### src/rtl/seg7_scan_4digit.sv
// seg7_scan_4digit: frame-latched, time-multiplexed 4-digit 7-segment driver with leading-zero blanking
module seg7_scan_4digit #(
  parameter int DIGIT_CYCLES   = 50000,
  parameter bit SEG_ACTIVE_LOW = 1'b1,
  parameter bit AN_ACTIVE_LOW  = 1'b1
) (
  input  logic        clk,
  input  logic        rst_n,
  input  logic [15:0] bcd,
  input  logic [3:0]  dp_in,
  input  logic        blank_lz,
  output logic [6:0]  seg,
  output logic        dp,
  output logic [3:0]  an
);
  localparam int CW = DIGIT_CYCLES > 1 ? $clog2(DIGIT_CYCLES) : 1;
  localparam logic [CW-1:0] CNT_LAST = CW'(DIGIT_CYCLES - 1);
  logic [CW-1:0] cnt_q, cnt_d;
  logic [1:0]    idx_q, idx_d;
  logic [15:0]   frame_bcd_q, frame_bcd_d;
  logic [3:0]    frame_dp_q, frame_dp_d;
  logic          frame_blz_q, frame_blz_d;
  logic [6:0]    seg_q, seg_d;
  logic          dp_q, dp_d;
  logic [3:0]    an_q, an_d;
  logic          last, load, blank;
  logic [3:0]    nib, zero, an_hot;
  logic [6:0]    seg_hi;
  always_comb begin
    last        = cnt_q == CNT_LAST;
    load        = cnt_q == '0 && idx_q == 2'd0;
    cnt_d       = last ? '0 : cnt_q + CW'(1);
    idx_d       = last ? idx_q + 2'd1 : idx_q;
    frame_bcd_d = load ? bcd : frame_bcd_q;
    frame_dp_d  = load ? dp_in : frame_dp_q;
    frame_blz_d = load ? blank_lz : frame_blz_q;
    nib         = frame_bcd_q[{idx_q, 2'b00} +: 4];
    zero[3]     = frame_bcd_q[15:12] == 4'd0;
    zero[2]     = zero[3] && frame_bcd_q[11:8] == 4'd0;
    zero[1]     = zero[2] && frame_bcd_q[7:4] == 4'd0;
    zero[0]     = 1'b0;
    blank       = frame_blz_q && zero[idx_q];
    seg_hi      = 7'h40;
    case (nib)
      4'd0: seg_hi = 7'h3F;
      4'd1: seg_hi = 7'h06;
      4'd2: seg_hi = 7'h5B;
      4'd3: seg_hi = 7'h4F;
      4'd4: seg_hi = 7'h66;
      4'd5: seg_hi = 7'h6D;
      4'd6: seg_hi = 7'h7D;
      4'd7: seg_hi = 7'h07;
      4'd8: seg_hi = 7'h7F;
      4'd9: seg_hi = 7'h6F;
      default: seg_hi = 7'h40;
    endcase
    seg_hi      = blank ? 7'h00 : seg_hi;
    an_hot      = 4'b0001 << idx_q;
    seg_d       = SEG_ACTIVE_LOW ? ~seg_hi : seg_hi;
    dp_d        = SEG_ACTIVE_LOW ? ~frame_dp_q[idx_q] : frame_dp_q[idx_q];
    an_d        = AN_ACTIVE_LOW ? ~an_hot : an_hot;
  end
  always_ff @(posedge clk or negedge rst_n) begin
    if (!rst_n) begin
      cnt_q       <= '0;
      idx_q       <= 2'd0;
      frame_bcd_q <= 16'h0000;
      frame_dp_q  <= 4'h0;
      frame_blz_q <= 1'b0;
      seg_q       <= {7{SEG_ACTIVE_LOW}};
      dp_q        <= SEG_ACTIVE_LOW;
      an_q        <= {4{AN_ACTIVE_LOW}};
    end else begin
      cnt_q       <= cnt_d;
      idx_q       <= idx_d;
      frame_bcd_q <= frame_bcd_d;
      frame_dp_q  <= frame_dp_d;
      frame_blz_q <= frame_blz_d;
      seg_q       <= seg_d;
      dp_q        <= dp_d;
      an_q        <= an_d;
    end
  end
  assign seg = seg_q;
  assign dp  = dp_q;
  assign an  = an_q;
endmodule

### config.mk
export PLATFORM = sky130hd
export DESIGN_NAME = seg7_scan_4digit
export DESIGN_NICKNAME = d
export VERILOG_FILES = /design/src/rtl/seg7_scan_4digit.sv
export SDC_FILE = /design/constraint.sdc
export NUM_CORES = 1
export LEC_CHECK = 0
export ABC_AREA = 0
export CORE_MARGIN = 5
export CORE_UTILIZATION = 50
export CTS_CLUSTER_SIZE = 28
export DETAILED_ROUTE_END_ITERATION = 16
export PLACE_DENSITY_LB_ADDON = 0.3
export REMOVE_ABC_BUFFERS = 1
export SYNTH_ARGS = -nofsm -noshare
export SYNTH_HDL_FRONTEND = slang
export SYNTH_SLANG_ARGS = --single-unit
### constraint.sdc
create_clock -name clk -period 4.8 [get_ports clk]
set_clock_uncertainty 0.2 [all_clocks]
set_input_delay 1.44 -clock clk [delete_from_list [all_inputs] [get_ports clk]]
set_output_delay 1.44 -clock clk [all_outputs]
set_load 0.03 [all_outputs]
# After elaboration in Yosys (flattened, before gate mapping)
# Memories as Yosys holds them, arrays and structs flattened.
# Cells that the tools add are included.
[word_totals]
mem_bits_ro = 112
out_inout_bits = 12
memories = 1
register_bits = 51
[mem_list]
columns = ["memory", "depth", "width", "read_ports", "rd_clocked_by_memory_dff", "write_ports", "line_no", "rtl"]
rows = [
  ["(no name shown)", 16, 7, 1, 0, 0, "44", "case (nib)"],
]
[classes]
shifts = 2
bitwise_logic = 3
n_addsub = 2
n_reduce_logical = 9
n_mux = 6
n_eq_ne = 1
n_lt_le_gt_ge = 1
[op_table]
columns = ["cell", "n"]
rows = [
  ["adder 16 x 1 -> 16 bit, second input constant", 1],
  ["equality test 16 bit, second input constant", 1],
  ["zero test 16 bit", 1],
  ["2-to-1 mux 16 bit", 1],
  ["indexed part select 16 x 5 -> 4 bit", 1],
  ["zero test 4 bit", 3],
  ["2-to-1 mux 7 bit", 1],
  ["NOT 7 bit", 1],
  ["binary-select mux 1 bit (select 2 bit)", 2],
  ["logical AND 1 bit", 4],
  ["NOT 4 bit", 1],
  ["<< shifter 1 x 2 -> 4 bit, first input constant", 1],
  ["less-than comparator 2 x 3 -> 1 bit, second input constant", 1],
  ["adder 2 x 1 -> 2 bit, second input constant", 1],
  ["zero test 2 bit", 1],
  ["2-to-1 mux 1 bit", 2],
  ["NOT 1 bit", 1],
]

# Logic depth before layout (Yosys ltp)
# Gate-level depths: netlist of run 1.
[depth]
ltp_word = 8
depth_mapped = 7

# Worst setup path after synthesis of run 1
# Ideal clock, no wire load.
[synth_path]
path_kind = "reg2out"
startpoint = "reg an_q[0] (netlist: an[0])"
endpoint = "out an[0]"
path_stages_with_launch = 1
arrival_ps = 588
required_ps = 3160
setup_slack_ps = 2572
cell_sequence = "dfstp_2"
[synth_lines]
columns = ["item", "line_no", "rtl"]
rows = [
  ["start: declaration", "25", "logic [3:0] an_q, an_d;"],
  ["start signal: assignment", "72", "an_q <= {4{AN_ACTIVE_LOW}};"],
  ["start signal: assignment", "81", "an_q <= an_d;"],
  ["end: declaration", "14", "output logic [3:0] an"],
]
# No word-level cell between the ends.

# Worst setup path in the final report of run 1
[layout_path]
startpoint = "reg an_q[0] (netlist: an[0])"
endpoint = "out an[0]"
# No word-level cell between the ends.

==> results of run 1 <==
[power by group]
group	switching, mW	internal (mW)
Combinational	0.0336	0.0388
Sequential	0.00736	0.447
Clock	0.135	0.102
Total	0.176	0.588
[metrics by stage]
| stage | instance area (sq um) | power (mW) | hold WS (ps) | util [%] | std cells |
|---|---|---|---|---|---|
| floorplan | 2350 | 0.494 | 257 | - | 184 |
| global placement | 2770 | 0.535 | 282 | 59.5 | 275 |
| detailed placement | 2770 | 0.536 | 285 | 59.5 | 275 |
| CTS | 2860 | 0.776 | 302 | 61.3 | 283 |
| global route | 2860 | 0.802 | 311 | 61.3 | 283 |
| finish | 2860 | 0.765 | 299 | 61.3 | 283 |
[final timing paths]
check | depth (start not counted) | from | end
max | 1 | an[0]$_DFF_PN1_ | an[0]
min | 1 | cnt_q[13]$_DFF_PN0_ | cnt_q[13]$_DFF_PN0_
max reg2reg | 5 | cnt_q[11]$_DFF_PN0_ | idx_q[1]$_DFFE_PN0N_
min reg2reg | 1 | cnt_q[13]$_DFF_PN0_ | cnt_q[13]$_DFF_PN0_
max in group asynchronous | 2 | rst_n | cnt_q[14]$_DFF_PN0_
min in group asynchronous | 1 | rst_n | idx_q[0]$_DFFE_PN0N_
[worst register-to-register path: stages, from the launching register on]
cell     delay (ps)
dfrtp_1         440
nor4_1          320
nand2_1         110
nor4_1          990
buf_4           300
mux2_2          330
[cell type report]
cell class	instances	area share [%]
clock inverter	2	0.438
inverter	13	1.71
clock buffer	6	2.54
sequential	51	45.2
multi-input combinational	120	35.2
tap	54	2.37
timing repair buffer	37	12.5
[routing by layer]
layer	up-vias	global-route usage (%)
met5	-	0
met1	757	19.3
met3	2	4.54
met4	0	3.61
li1	734	-
met2	33	25.5
[flip-flops by register name (all words and copies together) (netlist names)]
| register | flops |
|---|---|
| frame_bcd_q | 16 |
| cnt_q | 16 |
| frame_dp_q | 4 |
| frame_blz_q | 1 |
| an | 4 |
| seg | 7 |
| idx_q | 2 |
| dp | 1 |
[logic make-up after synthesis]
logic type / synth area share [%]
buf+inv: 3.62
xor+xnor: 4.78
fa+ha+maj: 5.77
compound gates: 3.78
simple gates: 11.9
flops: 54.2
mux: 16.0
[cells in the mapped netlist (all sizes together)]
| master | number |
|---|---|
| nor2 | 10 |
| buf | 5 |
| ha | 11 |
| nand2b | 2 |
| o31ai | 1 |
| mux4 | 5 |
| clkbuf | 1 |
| a21o | 1 |
| or2 | 1 |
| or3 | 2 |
| nor4 | 7 |
| xnor2 | 7 |
| and3 | 1 |
| o21a | 1 |
| nor2b | 1 |
| nand4 | 5 |
| a21oi | 5 |
| o21ai | 6 |
| mux2 | 22 |
| mux2i | 2 |
| dfstp | 12 |
| and4 | 2 |
| nor3 | 4 |
| dfrtp | 39 |
| xor2 | 6 |
| or4 | 1 |
| o31a | 1 |
| inv | 13 |
| nand3 | 6 |
| nand2 | 10 |
[cells in the final DEF, fill, tap and decap left out, types with 7 or more instances in the layout]
cell and instances:
clkdlybuf4s50_1 33, dfstp_2 12, mux2_2 22, dfrtp_1 39
xnor2_1 7, inv_1 13, nor4_1 7, nor2_1 10
nand2_1 10, ha_1 11
==> impl_results.md, run 1 <==
- Via count: 1526
- Routed vias/inst: 5.39
- Io pins: 35
- Drt drc: 0
- Worst Setup Start Kind: flop
- Die ar.: 6250 sq um
- Final setup fails: 0
- Worst path cell trace: clkdlybuf4s50_1
- Synth warn: 0
- Final hold viol count: 0
- Worst R2R Setup Slack: 2020 ps
- WP buf/inv: 1
- Highest clock rate: 0.320 GHz
- CTS Sinks: 51
- Cts bufs inserted: 5
- Initial Util: 51.1%
- Chip width: 79.0 um
- RSZ-0062 raised after global routing: no
- Die Height: 79.0 um
- Area share of the largest cell type after synthesis: 40.9%
- Reg clk slew, reported paths: 90 ps
- Arr. time, crit path: 1490 ps
- Highest Signal Layer: met4
- HP Class: flop to flop
- Slew @ Worst Pin: 1180 ps
- Overflow after GRT: 0
- Static Leakage: 1.19 nW
- Register area: 1290 sq um
- Max clock buf depth: 2
- Sum Neg Setup Slack: 0 ps
- Netlist cell types: 37
- Max_slew headroom: 20.7%
- Setup WS pre-CTS: 1990 ps
- Met2 WL: 2160 um
- Fin crit period: 3130 ps
- Drt first pass iters: 4
- FP Rows: 25
- Max-cap violations: 0
- M1 WL: 1920 um
- Final setup margin: 1670 ps
- Max Slew Vio Count: 0
- CTS Root Cell: clkbuf_8
- Ratio of cells with drive above 1 in the final layout: 24.0%
- Highest ir drop seen on vdd: 0.000142 V
- Layout Nets: 262
- Ant. Diodes: 0
- Mapped Cells: 190
- Post-synthesis sequential area ratio: 54.2%
- Mapped cell area: 2380 sq um
- Worst stage delay on the critical path: 660 ps
- Post-Route WL: 4330 um
- Initial drt markers: 74
- Largest delay share family, worst path: buffers and inverters
- CTS-repair resized insts: 0
- Met3 wire len: 229 um
- CP max-delay cell: clkdlybuf4s50_1
- CTS tree: yes
- Htree depth: 2
- Required @ worst endpoint: 3160 ps
- Mean Syn Cell Area: 12.5 sq um
- Outcome: complete, no violations
- Period utilisation layout: 65.1%
- Yosys reg bits: 51
- Cts hold-fix bufs: 0
- All-Layer GR Usage: 15.2%
- Area Overhead vs Synth: 19.8%
- RePlAce Congestion: 0.822
- DRT antenna net count: 0
- Port Buf Inserts: 34
- Initial antenna violation count: 0
- Crit Path Category: flop to output pin
- First-pass GRT wire length: 7380 um
- Multi-input gate area: 1010 sq um
- Setup Buffers After CTS: 0
- CP Capture Type: output pin
- Cell type with the largest total area after synthesis: dfrtp_1
- Wire length per cell: 15.3 um
- Cell Pwr Density: 268 nW/um^2
- Critical path peak fanout: 1
- DP HPWL: 3240 um
- Clk Latency, worst-skew pair: 300 ps
- Core area: 4660 sq um
- Ranking of synthesized cells by area: dfrtp_1 (41%), dfstp_2 (13%), mux2_2 (10%), ha_1 (5.8%), mux4_2 (4.7%)
- Fillers: 395
- Largest net degree at the start of global routing: 32
- Number of global-route vias before repair: 1562
(Power assumes the default switching activity.)
==> inputs of run 2 (changes only) <==
==> constraint.sdc (replaced) <==
create_clock -name clk -period 3.2 [get_ports clk]
set_clock_uncertainty 0.2 [all_clocks]
set_input_delay 0.96 -clock clk [delete_from_list [all_inputs] [get_ports clk]]
set_output_delay 0.96 -clock clk [all_outputs]
set_load 0.03 [all_outputs]
==> run 2 against run 1 <==
- sequential share of layout area shrank 0.41 points
- global-route usage shrank 0.11 points
- utilization grew 0.56 points
- worst hold slack gained 14 ps
- non-clock buffer count grew 1
- largest power group unchanged
- register-to-register slack lost 1000 ps
- highest routed layer unchanged
- combinational power grew 50%
- count of clock-buffer cells in the layout grew 1
- setup slack lost 1100 ps
- clock power grew 69%
- sequential cell count is the same
==> impl_results.md, run 2 (synthesis results as in run 1) <==
- DRT antenna net count: 0 (unchanged)
- CTS tree: yes
- Highest ir drop seen on vdd: 0.000204 V (+43%)
- Die Height: 79.0 um (unchanged)
- Ant. Diodes: 0 (unchanged)
- Outcome: complete, no violations
- Wire length per cell: 15.1 um (-1.4%)
- Chip width: 79.0 um (unchanged)
- CP Capture Type: output pin
- WP buf/inv: 1 (unchanged)
- Initial Util: 51.1% (unchanged)
- Layout Nets: 263 (+0.38%)
- Multi-input gate area: 1010 sq um (unchanged)
- Register area: 1290 sq um (unchanged)
- All-Layer GR Usage: 15.1% (-0.11 points)
- Sum Neg Setup Slack: 0 ps (unchanged)
- HP Class: flop to flop
- Arr. time, crit path: 1490 ps (about the same)
- Via count: 1557 (+2.0%)
- Most common cell after layout, fill and taps aside: dfrtp_1
- Largest net degree at the start of global routing: 22 (-31%)
- Final setup fails: 0 (unchanged)
- Cell Pwr Density: 414 nW/um^2 (+54%)
- Drt drc: 0 (unchanged)
- Cts bufs inserted: 5 (unchanged)
- Htree depth: 2 (unchanged)
- DP HPWL: 3140 um (-3.1%)
- Final Cell Area: 2880 sq um (+0.92%)
- Final setup margin: 554 ps (-1120 ps)
- Crit path launch: an[1]$_DFF_PN1_
- Static Leakage: 1.20 nW (+1.2%)
- Critical path peak fanout: 1 (unchanged)
- Reg clk slew, reported paths: 90 ps (about the same)
- Setup Buffers After CTS: 0 (unchanged)
- RePlAce Congestion: 0.853 (+3.8%)
- Setup WS pre-CTS: 873 ps (-1110 ps)
- Required @ worst endpoint: 2040 ps (-1120 ps)
- Fillers: 374 (-5.3%)
- Worst Setup Start Kind: flop
- Largest delay share family, worst path: buffers and inverters
- Period utilisation layout: 82.7%
- CTS-repair resized insts: 0 (unchanged)
- Crit path to: an[1]
- Routed vias/inst: 5.48 (+1.7%)
- Max clock buf depth: 2 (unchanged)
- Port Buf Inserts: 34 (unchanged)
- Overflow after GRT: 0 (unchanged)
- Crit Reg-Reg Startpoint: idx_q[0]$_DFFE_PN0N_
- Fin crit period: 2650 ps
- First-pass GRT wire length: 7290 um (-1.2%)
- Most frequent cells in the layout: dfrtp_1 (39), clkdlybuf4s50_1 (33), mux2_2 (22), inv_1 (13), dfstp_2 (12)
- RSZ-0062 raised after global routing: no
- Worst path cell trace: clkdlybuf4s50_1
- Reg2reg path depth: 6 (+1)
- Core area: 4660 sq um (unchanged)
- Worst stage delay on the critical path: 660 ps (about the same)
- Ratio of cells with drive above 1 in the final layout: 24.8% (+0.77 points)
- CP max-delay cell: clkdlybuf4s50_1
- CTS Root Cell: clkbuf_8
- Highest clock rate: 0.378 GHz
- Max_slew headroom: 66.9% (+46 points)
- Post-Route WL: 4290 um (-1.0%)
- Initial antenna violation count: 0 (unchanged)
- Io pins: 35 (unchanged)
- Drt first pass iters: 4 (unchanged)
- FP Rows: 25 (unchanged)
- CTS Sinks: 51 (unchanged)
- Final hold viol count: 0 (unchanged)
- Dpl cell area: 2780 sq um (+0.27%)
- Area Overhead vs Synth: 20.9%
- Number of global-route vias before repair: 1524 (-2.4%)
- Cts hold-fix bufs: 0 (unchanged)
- Slew @ Worst Pin: 497 ps (-682 ps)
- Reg-to-reg endpoint: seg[3]$_DFF_PN1_
- Logic depth of the worst path, buffers included: 1 (unchanged)
- Hold_ws: 313 ps (+13.7 ps)
- Worst Hold Launch: cnt_q[10]$_DFF_PN0_
- Crit Path Category: flop to output pin
- Initial drt markers: 67 (-9.5%)
- Worst R2R Setup Slack: 1000 ps (-1020 ps)
- Max-cap violations: 0 (unchanged)
- Max Slew Vio Count: 0 (unchanged)
- Die ar.: 6250 sq um (unchanged)
- Clk Latency, worst-skew pair: 300 ps (about the same)
## run 2: changes by cell type in the layout (fill, tap and decap cells not counted), sizes merged
cell,delta
buf,+1
clkbuf,+1
clkinv,-1
## run 2: worst min path at each step
stage	endpoint	slack [ps]	cells after the start
after floorplan	cnt_q[10]$_DFF_PN0_	260	1
after global placement	frame_dp_q[3]$_DFFE_PN0P_	280	1
after detailed placement	frame_dp_q[3]$_DFFE_PN0P_	290	1
after CTS	cnt_q[10]$_DFF_PN0_	310	1
after global routing	frame_dp_q[1]$_DFFE_PN0P_	330	1
final	cnt_q[10]$_DFF_PN0_	310	1
## run 2: report_power, final
group          internal [mW]  switching [mW]  total (mW)
Combinational         0.0590          0.0502       0.109
Clock                  0.197           0.204       0.401
Sequential             0.671          0.0110       0.682
Total                  0.927           0.265        1.19
## run 2: area by class of cell
type,count,share of cell area (%)
clock buffers,7,3.34
clock inverters,1,0.260
inverters,13,1.69
multi-input cells,120,34.9
flip-flops and latches,51,44.8
well taps,54,2.34
repair buffers,38,12.7
## run 2: stage by stage
| step | utilization [%] | power, mW | instances |
|---|---|---|---|
| after floorplan | - | 0.742 | 184 |
| after global placement | 59.6 | 0.803 | 276 |
| after detailed placement | 59.6 | 0.806 | 276 |
| after CTS | 61.9 | 1.21 | 284 |
| after global routing | 61.9 | 1.25 | 284 |
| final | 61.9 | 1.19 | 284 |
## run 2: per-layer routing
metal  up-vias  global-route usage (%)  part of all wire [%]
li1        744                       -                     -
met1       764                    20.9                    46
met2        37                    22.0                    46
met3        12                    4.54                   5.8
met4         0                    6.36                   2.3
met5         -                       0                     0
==> inputs of run 3 (changes only) <==
==> constraint.sdc (replaced) <==
create_clock -name clk -period 2.45 [get_ports clk]
set_clock_uncertainty 0.2 [all_clocks]
set_input_delay 0.735 -clock clk [delete_from_list [all_inputs] [get_ports clk]]
set_output_delay 0.735 -clock clk [all_outputs]
set_load 0.03 [all_outputs]
==> run 3 against run 2 <==
- register-to-register slack got worse by 700 ps
- largest cell class unchanged
- critical path depth unchanged
- clock power increased by 70%
- largest power group unchanged
- wire length increased by 0.49%
==> impl_results.md, run 3 (synthesis results as in run 1) <==
- Clock share of power: 39.7% (+6.1 points)
- Drt drc: 0 (unchanged)
- Die ar.: 6250 sq um (unchanged)
- Register share of total power: 52.0% (-5.2 points)
- Combinational share of power: 8.4% (-0.8 points)
- Final Cell Area: 2950 sq um (+2.3%)
- Reg2reg path depth: 6 (unchanged)
- Highest clock rate: 0.414 GHz
- Port Buf Inserts: 34 (unchanged)
- Hold_ws: 203 ps (-110 ps)
- Initial drt markers: 72 (+7.5%)
- Logic depth of the worst path, buffers included: 1 (unchanged)
- WP buf/inv: 1 (unchanged)
- CP max-delay cell: clkdlybuf4s50_1
- All-Layer GR Usage: 15.5% (+0.44 points)
- Outcome: complete, no violations
- Initial Util: 51.1% (unchanged)
- Die Height: 79.0 um (unchanged)
- Via count: 1544 (-0.83%)
- Required @ worst endpoint: 1510 ps (-530 ps)
- Wire length per cell: 15.2 um (+0.84%)
- Number of global-route vias before repair: 1560 (+2.4%)
- Initial antenna violation count: 0 (unchanged)
- Largest delay share family, worst path: buffers and inverters
- Int Pwr: 1.36 mW (+47%)
- Max_slew headroom: 70.9% (+4.0 points)
- Most frequent cells in the layout: dfrtp_1 (39), clkdlybuf4s50_1 (23), mux2_2 (22), inv_1 (13), dfstp_2 (12)
- CTS Root Cell: clkbuf_8
- HP Class: input pin to asynchronous set/reset pin
- Ratio of cells with drive above 1 in the final layout: 24.5% (-0.33 points)
- Crit Path Category: flop to output pin
- Max-cap violations: 0 (unchanged)
- Clk Latency, worst-skew pair: 300 ps (about the same)
- Switching power total: 355 uW (+34%)
- Final hold viol count: 0 (unchanged)
- Layout Nets: 262 (-0.38%)
- DRT antenna net count: 0 (unchanged)
- Crit Reg-Reg Startpoint: idx_q[0]$_DFFE_PN0N_
- Setup WS pre-CTS: 323 ps (-550 ps)
- Arr. time, crit path: 1480 ps (about the same)
- Static Leakage: 1.28 nW (+6.3%)
- CTS Sinks: 51 (unchanged)
- CTS tree: yes
- Reg clk slew, reported paths: 90 ps (about the same)
- Fillers: 373 (-0.27%)
- Overflow after GRT: 0 (unchanged)
- Cts hold-fix bufs: 0 (unchanged)
- Worst R2R Setup Slack: 300 ps (-700 ps)
- Max clock buf depth: 2 (unchanged)
- RePlAce Congestion: 0.827 (-3.1%)
- Register area: 1290 sq um (unchanged)
- Cts bufs inserted: 5 (unchanged)
- Core area: 4660 sq um (unchanged)
- Worst stage delay on the critical path: 660 ps (about the same)
- Critical path peak fanout: 1 (unchanged)
- Reg-to-reg endpoint: seg[3]$_DFF_PN1_
- Largest net degree at the start of global routing: 52 (+140%)
- Util after Layout: 63.3% (+1.4 points)
- Htree depth: 2 (unchanged)
- Crit path launch: seg[5]$_DFF_PN1_
- CP Capture Type: output pin
- Chip width: 79.0 um (unchanged)
- Max Slew Vio Count: 0 (unchanged)
- Fin crit period: 2420 ps
- FP Rows: 25 (unchanged)
- Multi-input gate area: 1010 sq um (unchanged)
- Final setup margin: 33.9 ps (-521 ps)
- Cell Pwr Density: 581 nW/um^2 (+41%)
- # placed instances: 275 (-0.36%)
- Period utilisation layout: 98.6%
- Worst path cell trace: clkdlybuf4s50_1
- Highest ir drop seen on vdd: 0.000300 V (+47%)
- Setup Buffers After CTS: 0 (unchanged)
- Routed vias/inst: 5.46 (-0.48%)
- Final setup fails: 0 (unchanged)
- Drt first pass iters: 4 (unchanged)
- Post-Route WL: 4310 um (+0.49%)
- Dpl cell area: 2800 sq um (+0.63%)
- Worst Setup Start Kind: flop
- Crit path to: seg[5]
- Most common cell after layout, fill and taps aside: dfrtp_1
- RSZ-0062 raised after global routing: no
- Io pins: 35 (unchanged)
- First-pass GRT wire length: 7560 um (+3.7%)
- DP HPWL: 3110 um (-0.94%)
- Total Power: 1.72 mW (+44%)
- Sum Neg Setup Slack: 0 ps (unchanged)
- Area Overhead vs Synth: 23.8%
- Switching Share: 20.7% (-1.6 points)
- Layout Cells excl Fill: 283 (-0.35%)
- Ant. Diodes: 0 (unchanged)
- Slew @ Worst Pin: 437 ps (-59.8 ps)
-- run 3: cell count changes in the layout (fill, tap and decap cells not counted), sizes merged --
cell	previous run	this run
buf	5	4
bufinv	0	2
clkdlybuf4s50	33	23
clkbuf	7	5
dlygate4sd2	0	2
dlymetal6s2s	0	8
-- run 3: how the worst min path moves through the flow --
stage,from,to,slack (ps),cells past startpoint
6_report,rst_n,cnt_q[12]$_DFF_PN0_,200,2
3_3_place_gp,cnt_q[10]$_DFF_PN0_,cnt_q[10]$_DFF_PN0_,280,1
3_5_place_dp,cnt_q[10]$_DFF_PN0_,cnt_q[10]$_DFF_PN0_,280,1
2_1_floorplan,rst_n,cnt_q[0]$_DFF_PN0_,240,0
5_1_grt,rst_n,frame_dp_q[0]$_DFFE_PN0P_,210,2
4_1_cts,rst_n,cnt_q[12]$_DFF_PN0_,200,2
-- run 3: what timing repair did --
action                     4_1_cts  5_1_grt
gates resized for setup          2        8
gates cloned                     0        0
setup endpoints to repair        2        8
-- run 3: cell type report --
type                    count  area share (%)
multi-input cells         120            34.1
inverters                  13            1.65
repair buffers             37            13.6
clock buffers               5            2.33
flip-flops and latches     51            43.8
clock inverters             3            2.29
well taps                  54            2.29
-- run 3: metal layers --
metal,vias to the layer above,part of all wire [%],track usage (%)
met5,-,0,0
met4,0,1.6,5.33
met3,8,5.1,3.85
met2,35,49,25.2
met1,762,45,20.3
li1,739,-,-
-- run 3: power groups by stage --
stage	clock, mW	sequential [mW]	combinational, mW
finish	0.680	0.891	0.144
global route	0.734	0.896	0.156
CTS	0.702	0.892	0.147
detailed placement	0	0.908	0.147
global placement	0	0.907	0.145
floorplan	0	0.926	0.0431
